--- src/rtl/uart_tx.sv ---
// ============================================================================
// Module   : uart_tx
// Brief    : Serial UART transmitter; start, LSB-first data, optional parity,
//            1 or 2 stop bits, valid/ready input handshake.
// Revision : 1.0 - initial release
// ============================================================================
`default_nettype none

module uart_tx #(
  parameter int CLK_FREQ_HZ = 27000000,
  parameter int BAUD_RATE   = 115200,
  parameter int DATA_BITS   = 8,
  parameter int PARITY_EN   = 0,
  parameter int PARITY_ODD  = 0,
  parameter int STOP_BITS   = 1
) (
  input  logic                 clk,
  input  logic                 rst_n,
  input  logic [DATA_BITS-1:0] tx_data,
  input  logic                 tx_valid,
  output logic                 tx_ready,
  output logic                 tx,
  output logic                 tx_busy
);

  localparam int c_clks_per_bit = CLK_FREQ_HZ / BAUD_RATE;
  localparam int c_stop_clks    = STOP_BITS * c_clks_per_bit;
  localparam int c_cnt_w        = $clog2(c_stop_clks);
  localparam int c_bit_w        = $clog2(DATA_BITS);

  localparam logic [c_cnt_w-1:0] c_bit_end  = c_cnt_w'(c_clks_per_bit - 1);
  localparam logic [c_cnt_w-1:0] c_stop_end = c_cnt_w'(c_stop_clks - 1);
  localparam logic [c_cnt_w-1:0] c_stop_pre = c_cnt_w'(c_stop_clks - 2);
  localparam logic [c_bit_w-1:0] c_last_bit = c_bit_w'(DATA_BITS - 1);
  localparam logic               c_odd      = (PARITY_ODD != 0);

  generate
    if (c_clks_per_bit < 2) begin : g_chk_baud
      $error("uart_tx: CLK_FREQ_HZ / BAUD_RATE must be at least 2");
    end
    if (DATA_BITS < 5 || DATA_BITS > 9) begin : g_chk_data
      $error("uart_tx: DATA_BITS must be within 5..9");
    end
    if (STOP_BITS < 1 || STOP_BITS > 2) begin : g_chk_stop
      $error("uart_tx: STOP_BITS must be 1 or 2");
    end
  endgenerate

  typedef enum logic [2:0] {
    ST_IDLE   = 3'd0,
    ST_START  = 3'd1,
    ST_DATA   = 3'd2,
    ST_PARITY = 3'd3,
    ST_STOP   = 3'd4
  } state_t;

  state_t                r_state;
  logic [c_cnt_w-1:0]    r_baud_cnt;
  logic [c_bit_w-1:0]    r_bit_cnt;
  logic [DATA_BITS-1:0]  r_shift;
  logic                  r_parity;

  logic w_accept;
  logic w_bit_end;

  assign w_accept  = tx_valid && tx_ready;
  assign w_bit_end = (r_baud_cnt == c_bit_end);

  always_ff @(posedge clk or negedge rst_n) begin
    if (!rst_n) begin
      r_state    <= ST_IDLE;
      r_baud_cnt <= '0;
      r_bit_cnt  <= '0;
      r_shift    <= '0;
      r_parity   <= 1'b0;
      tx         <= 1'b1;
      tx_ready   <= 1'b1;
      tx_busy    <= 1'b0;
    end else begin
      case (r_state)
        ST_IDLE: begin
          tx <= 1'b1;
          if (w_accept) begin
            r_shift    <= tx_data;
            r_parity   <= (^tx_data) ^ c_odd;
            r_baud_cnt <= '0;
            r_state    <= ST_START;
            tx         <= 1'b0;
            tx_ready   <= 1'b0;
            tx_busy    <= 1'b1;
          end
        end

        ST_START: begin
          if (w_bit_end) begin
            r_baud_cnt <= '0;
            r_bit_cnt  <= '0;
            r_state    <= ST_DATA;
            tx         <= r_shift[0];
          end else begin
            r_baud_cnt <= r_baud_cnt + c_cnt_w'(1);
          end
        end

        ST_DATA: begin
          if (w_bit_end) begin
            r_baud_cnt <= '0;
            if (r_bit_cnt == c_last_bit) begin
              if (PARITY_EN != 0) begin
                r_state <= ST_PARITY;
                tx      <= r_parity;
              end else begin
                r_state <= ST_STOP;
                tx      <= 1'b1;
              end
            end else begin
              // Line takes the next bit while the register advances to it.
              r_bit_cnt <= r_bit_cnt + c_bit_w'(1);
              r_shift   <= {1'b0, r_shift[DATA_BITS-1:1]};
              tx        <= r_shift[1];
            end
          end else begin
            r_baud_cnt <= r_baud_cnt + c_cnt_w'(1);
          end
        end

        ST_PARITY: begin
          if (w_bit_end) begin
            r_baud_cnt <= '0;
            r_state    <= ST_STOP;
            tx         <= 1'b1;
          end else begin
            r_baud_cnt <= r_baud_cnt + c_cnt_w'(1);
          end
        end

        ST_STOP: begin
          tx <= 1'b1;
          // Ready is raised one cycle early so it is registered for the final stop cycle.
          if (r_baud_cnt == c_stop_pre) begin
            tx_ready <= 1'b1;
          end
          if (r_baud_cnt == c_stop_end) begin
            r_baud_cnt <= '0;
            if (w_accept) begin
              r_shift  <= tx_data;
              r_parity <= (^tx_data) ^ c_odd;
              r_state  <= ST_START;
              tx       <= 1'b0;
              tx_ready <= 1'b0;
            end else begin
              r_state <= ST_IDLE;
              tx_busy <= 1'b0;
            end
          end else begin
            r_baud_cnt <= r_baud_cnt + c_cnt_w'(1);
          end
        end

        default: begin
          r_state    <= ST_IDLE;
          r_baud_cnt <= '0;
          tx         <= 1'b1;
          tx_ready   <= 1'b1;
          tx_busy    <= 1'b0;
        end
      endcase
    end
  end

endmodule

`default_nettype wire

--- config.mk ---
export PLATFORM = sky130hd
export DESIGN_NAME = uart_tx
export DESIGN_NICKNAME = d
export VERILOG_FILES = /design/src/rtl/uart_tx.sv
export SDC_FILE = /design/constraint.sdc
export NUM_CORES = 1
export LEC_CHECK = 0
export CORE_MARGIN = 3
export CORE_UTILIZATION = 36
export CTS_BUF_LIST = sky130_fd_sc_hd__clkbuf_8 sky130_fd_sc_hd__clkbuf_16
export CTS_CLUSTER_DIAMETER = 100
export DETAILED_ROUTE_END_ITERATION = 7
export SYNTH_ARGS = -nofsm -noshare
export SYNTH_HDL_FRONTEND = slang
export SYNTH_SLANG_ARGS = --single-unit
--- constraint.sdc ---
create_clock -name clk -period 1.7 [get_ports clk]
set_input_delay 0.17 -clock clk [delete_from_list [all_inputs] [get_ports clk]]
set_output_delay 0.17 -clock clk [all_outputs]
set_load 0.01 [all_outputs]
### Word-level counts from Yosys, hierarchy flattened

Cells that the tools add are included.

| word-level totals | value |
|---|---|
| register bits after elaboration | 25 |
| input port bits | 11 |

| cells by class | value |
|---|---|
| $add $sub $neg | 2 |
| equality and inequality tests | 15 |
| muxes and demuxes | 36 |
| bitwise operators | 1 |
| reductions and logical operators | 12 |

Operators by type and width:

| cell | number |
|---|---|
| 8-bit two-way mux | 6 |
| 3-bit two-way mux | 9 |
| 8-bit one-hot mux with 3 select lines | 1 |
| 8-bit equality test, second input constant | 2 |
| 2-bit != test, second input constant | 8 |
| 8-bit one-hot mux with 2 select lines | 1 |
| 3-bit one-hot mux with 5 select lines | 1 |
| 1-bit two-way mux | 14 |
| 4-bit AND reduction | 3 |
| 8-bit by 1-bit adder with 8-bit output, second input constant | 1 |
| 3-bit by 2-bit equality test with 1-bit output, second input constant | 2 |
| 3-bit equality test, second input constant | 2 |
| 1-bit one-hot mux with 3 select lines | 2 |
| 3-bit one-hot mux with 2 select lines | 1 |
| 6-bit AND reduction | 1 |
| 1-bit one-hot mux with 5 select lines | 1 |
| 4-bit OR reduction | 1 |
| 3-bit by 1-bit adder with 3-bit output, second input constant | 1 |
| 3-bit by 1-bit equality test with 1-bit output, second input constant | 1 |
| 3-bit zero test | 1 |
| 3-bit AND reduction | 1 |
| 3-bit nonzero test | 1 |
| 3-bit OR reduction | 1 |
| 2-bit AND reduction | 1 |
| other kinds (3) | 3 |

### Depth between registers and ports, before layout

| depth | value |
|---|---|
| depth after elaboration | 5 |
| mapped depth | 6 |
| gate-level depth less buffers | 6 |

### Worst setup path before layout

No wires, ideal clock.

| timing path | value |
|---|---|
| kind | register to register |
| start point | register r_bit_cnt[0] |
| end point | register r_shift[0] |
| setup time | 0.125 ns |
| data arrival time | 1.713 ns |
| required time | 1.575 ns |
| setup slack | -0.138 ns |
| stages on the path, launching flop included | 7 |
| buffers on the path | 0 |
| period minus slack after synthesis | 1.838 ns |
| path through | dfrtp_1 ha_1 ha_1 nor4b_1 a31oi_1 o21ai_4 mux2_2 |

| between the ends | value |
|---|---|
| longest elaborated chain between the ends | 3 |

RTL lines:

| what | RTL line | RTL |
|---|---|---|
| start, declared | 59 | `logic [c_bit_w-1:0] r_bit_cnt;` |
| start signal, assigned | 118 | `r_bit_cnt <= r_bit_cnt + c_bit_w'(1);` |
| 3-bit equality test | 108 | `if (r_bit_cnt == c_last_bit) begin` |
| 2-bit != test (no source line) | - |  |
| 4-bit AND reduction (no source line) | - |  |
| end signal, assigned | 84 | `r_shift <= tx_data;` |
| end signal, assigned | 119 | `r_shift <= {1'b0, r_shift[DATA_BITS-1:1]};` |
| end signal, assigned | 146 | `r_shift <= tx_data;` |
| end, declared | 60 | `logic [DATA_BITS-1:0] r_shift;` |

Every way passes these cells.
A chain may end at the register's enable or synchronous reset.

### Worst setup path after layout

Same ends and word-level chain as after synthesis.

==> metrics.md <==
| Metric | Value |
|---|---|
| Synth Cell Area | 1430 um2 |
| Top cell type's share of synthesized area | 0.404 |
| Mux cell area share after synthesis | 0.147 |
| Worst-Margin Slew | 0.323 ns |
| DRC Markers | 0 |
| Worst Path Max Fanout | 8 |
| Combinational share of power | 0.050 |
| Grt ovf | 0 |
| Post-synthesis sequential area ratio | 0.441 |
| Final GP Congestion | 0.826 |
| Drt via density | 5.15 |
| Clock root buffer | clkbuf_8 |
| Design area | 1940 um2 |
| Setup Viol. Count Final | 10 |
| Peak supply drop | 0.397 mV |
| Clock Path Buffers | 2 |
| Reg2Reg Depth | 7 |
| I/O pin total | 14 |
| Final hold viol count | 0 |
| FF-to-FF Start | r_bit_cnt[0] |
| Die area | 4750 um2 |
| Crit share post-route | 1.07 |
| Share of synthesized registers carrying an async set or reset | 1.00 |
| Ranking of synthesized cells by area | dfrtp_1 40%, mux2_2 11%, ha_1 4.4% |
| Synth top cells by count | 23 x dfrtp_1, 14 x mux2_2, 10 x nor2_1 |
| Compound-cell area share of the yosys netlist | 0.122 |
| Power Internal | 791 uW |
| XOR/XNOR Fraction of Synth Area | 0.0430 |
| Status | finished with violations |
| P_leak | 0.888 nW |
| Setup WS post-layout | -0.111 ns |
| Hold/Removal Path Class | primary input to asynchronous set/reset pin |
| RSZ-0062 raised after global routing | true |
| Nets | 185 |
| CTS tree | yes |
| Fill count | 358 |
| Largest net degree at the start of global routing | 26 |
| Failing checks | setup timing |
| Critical path type | flop to flop |
| Worst path slowest cell | dfrtp_1 |
| Largest area contributor in the netlist | dfrtp_1 |
| Final setup skew | 0.00511 ns |
| Layout cells sized above 1 | 0.381 |
| R2R Path End | r_shift[0] |
| DP Area | 1760 um2 |
| Largest family of logic cells by synthesized area | simple AND/OR/NAND/NOR gates |
| Warnings from Yosys | 0 |
| Biggest cell delay along the critical path | 0.40 ns |
| Layout area overhead | 36.3% |
| Row cnt | 22 |
| Antenna cells | 0 |
| Crit path DAT | 1.98 ns |
| Reg clk slew, reported paths | 0.09 ns |
| Worst EP required | 1.86 ns |
| #FFs+latches synth | 25 |
| Hold WS | 0.257 ns |
| Number of synthesized flops with an enable pin | 0 |
| CP Cell Sequence | ha_2, ha_4, nor4b_4, a31oi_2, o21ai_4, buf_12, mux2_4 |
| R2r setup slk | -0.11 ns |
| Power Density | 516 nW/um2 |
| HPWL Detailed | 2.11 mm |
| Width of the die | 68.9 um |
| Mapped Cells | 132 |
| CP endpoint kind | flop |
| DRT Pass-1 Iters | 2 |
| Fmax | 552 MHz |
| Slew Limit Fails | 0 |
| Normalized max-slew margin | 0.785 |
| Number of I/O port buffers | 13 |
| Synth Area in Simple Gates | 0.171 |
| Switching Share | 0.212 |
| Setup_tns | -0.889 ns |
| Routed Antenna Nets | 0 |
| Gr usage total | 0.138 |
| Max H-tree Level | 1 |
| Register share of total power | 0.592 |
| Clock power share | 0.358 |
| Startpoint types | flop |
| Initial antenna violation count | 0 |
| WL final | 2.97 mm |
| Routed len/inst | 13.8 um |
| Number of global-route vias before repair | 1098 |
| First-pass GRT wire length | 4.91 mm |
| Via Count | 1112 |
| Top_reg_cell synth | dfrtp_1 |
| P_sw | 213 uW |
| DIE HEIGHT | 68.9 um |
| # clock sinks | 25 |
| Worst-Skew Late Latency | 0.27 ns |
| Unique masters post-synth | 41 |
| Adder-Cell Fraction of Synth Area | 0.0439 |
| Starting Density | 0.381 |
| Starting DRT DRC Count | 57 |
| Final worst path period need | 1.81 ns |
| Count leader, synth | dfrtp_1 |
| CTS Buf Count | 3 |
| Core area | 3740 um2 |
| Post-place setup slack | -0.240 ns |
| MaxCap Viol Count | 0 |
| Mean post-synth cell area | 10.8 um2 |
| Post-Syn Nets | 148 |
## layout by cell type, fill, tap and decap left out, types with 2 or more instances in the layout
cell type / instances
buf_4: 23
dfrtp_1: 22
clkdlybuf4s50_1: 12
nand2_1: 9
nor2_1: 9
mux2_4: 9
mux2_2: 7
o21ai_0: 5
a21oi_1: 5
nand3_1: 5
inv_1: 4
xor2_1: 4
and4_1: 3
mux2i_1: 3
nor3_1: 3
ha_1: 3
clkbuf_8: 3
nand2b_1: 2
nor2_2: 2
nand4_1: 2
xnor2_1: 2
buf_12: 2
dfstp_2: 2
## sequential cells by signal, summed over array words and instances (netlist names)
register	count
tx_ready	1
r_baud_cnt	8
tx_busy	1
r_bit_cnt	3
r_shift	8
r_state	3
tx	1
## worst max-delay path, delay by kind of cell (launching register included)
family                     cells  cell delay, ns
AOI/OAI and AO/OA              2            0.25
muxes                          1            0.30
buffers and inverters          1            0.15
and+or+nand+nor                1            0.24
adders and majority gates      2            0.37
DFF                            1            0.40
## metal layers
layer | GRT usage | part of all wire
met4 | 0.0438 | 0.012
met2 | 0.229 | 0.49
met1 | 0.180 | 0.47
met5 | 0 | 0
met3 | 0.0259 | 0.026
## through the flow
step                      total power, mW  utilization  cells
after floorplan                     0.615            -    132
after global placement              0.655        0.471    207
after detailed placement            0.656        0.471    207
after CTS                            1.02        0.502    213
after global routing                 1.05        0.519    216
final                                1.00        0.519    216
## worst max path at each step
stage	start	end	slack, ns	cells after the start
2_1_floorplan	tx_ready	r_shift[0]	-0.09	5
3_3_place_gp	r_bit_cnt[0]	r_shift[4]	-0.16	6
3_5_place_dp	r_bit_cnt[0]	r_shift[5]	-0.24	6
4_1_cts	r_bit_cnt[0]	r_shift[2]	-0.13	7
5_1_grt	r_bit_cnt[0]	r_shift[0]	-0.17	7
6_report	r_bit_cnt[0]	r_shift[0]	-0.11	7
## final cells by class
cell class	count	area, um2	area share
Multi-Input combinational cell	97	845	0.435
Sequential cell	25	629	0.324
Timing Repair Buffer	38	345	0.178
Tap cell	48	60.1	0.0309
Clock buffer	3	41.3	0.0212
Inverter	4	15.0	0.00773
Clock inverter	1	7.51	0.00386
## power groups by stage
stage          logic (mW)  registers (mW)  clock network [mW]
2_1_floorplan     0.00864           0.606                   0
3_3_place_gp       0.0494           0.606                   0
3_5_place_dp       0.0501           0.606                   0
4_1_cts            0.0510           0.594               0.378
5_1_grt            0.0557           0.595               0.399
6_report           0.0502           0.594               0.359
## cells by family (layout without fill, tap and decap cells)
logic type      count (synthesis)  after routing
simple gates                   43             43
fa+ha+maj                       5              5
compound gates                 23             23
mux                            19             19
flops                          25             25
xor+xnor                        7              7
buf+inv                        10             46
## what timing repair did
action / CTS / global route
setup endpoints to repair: 8 / 16
pin swaps: 1 / 1
setup buffers: 2 / 3
resized for setup: 7 / 10
hold buffers: 0 / 0
(Power assumes the default switching activity.)
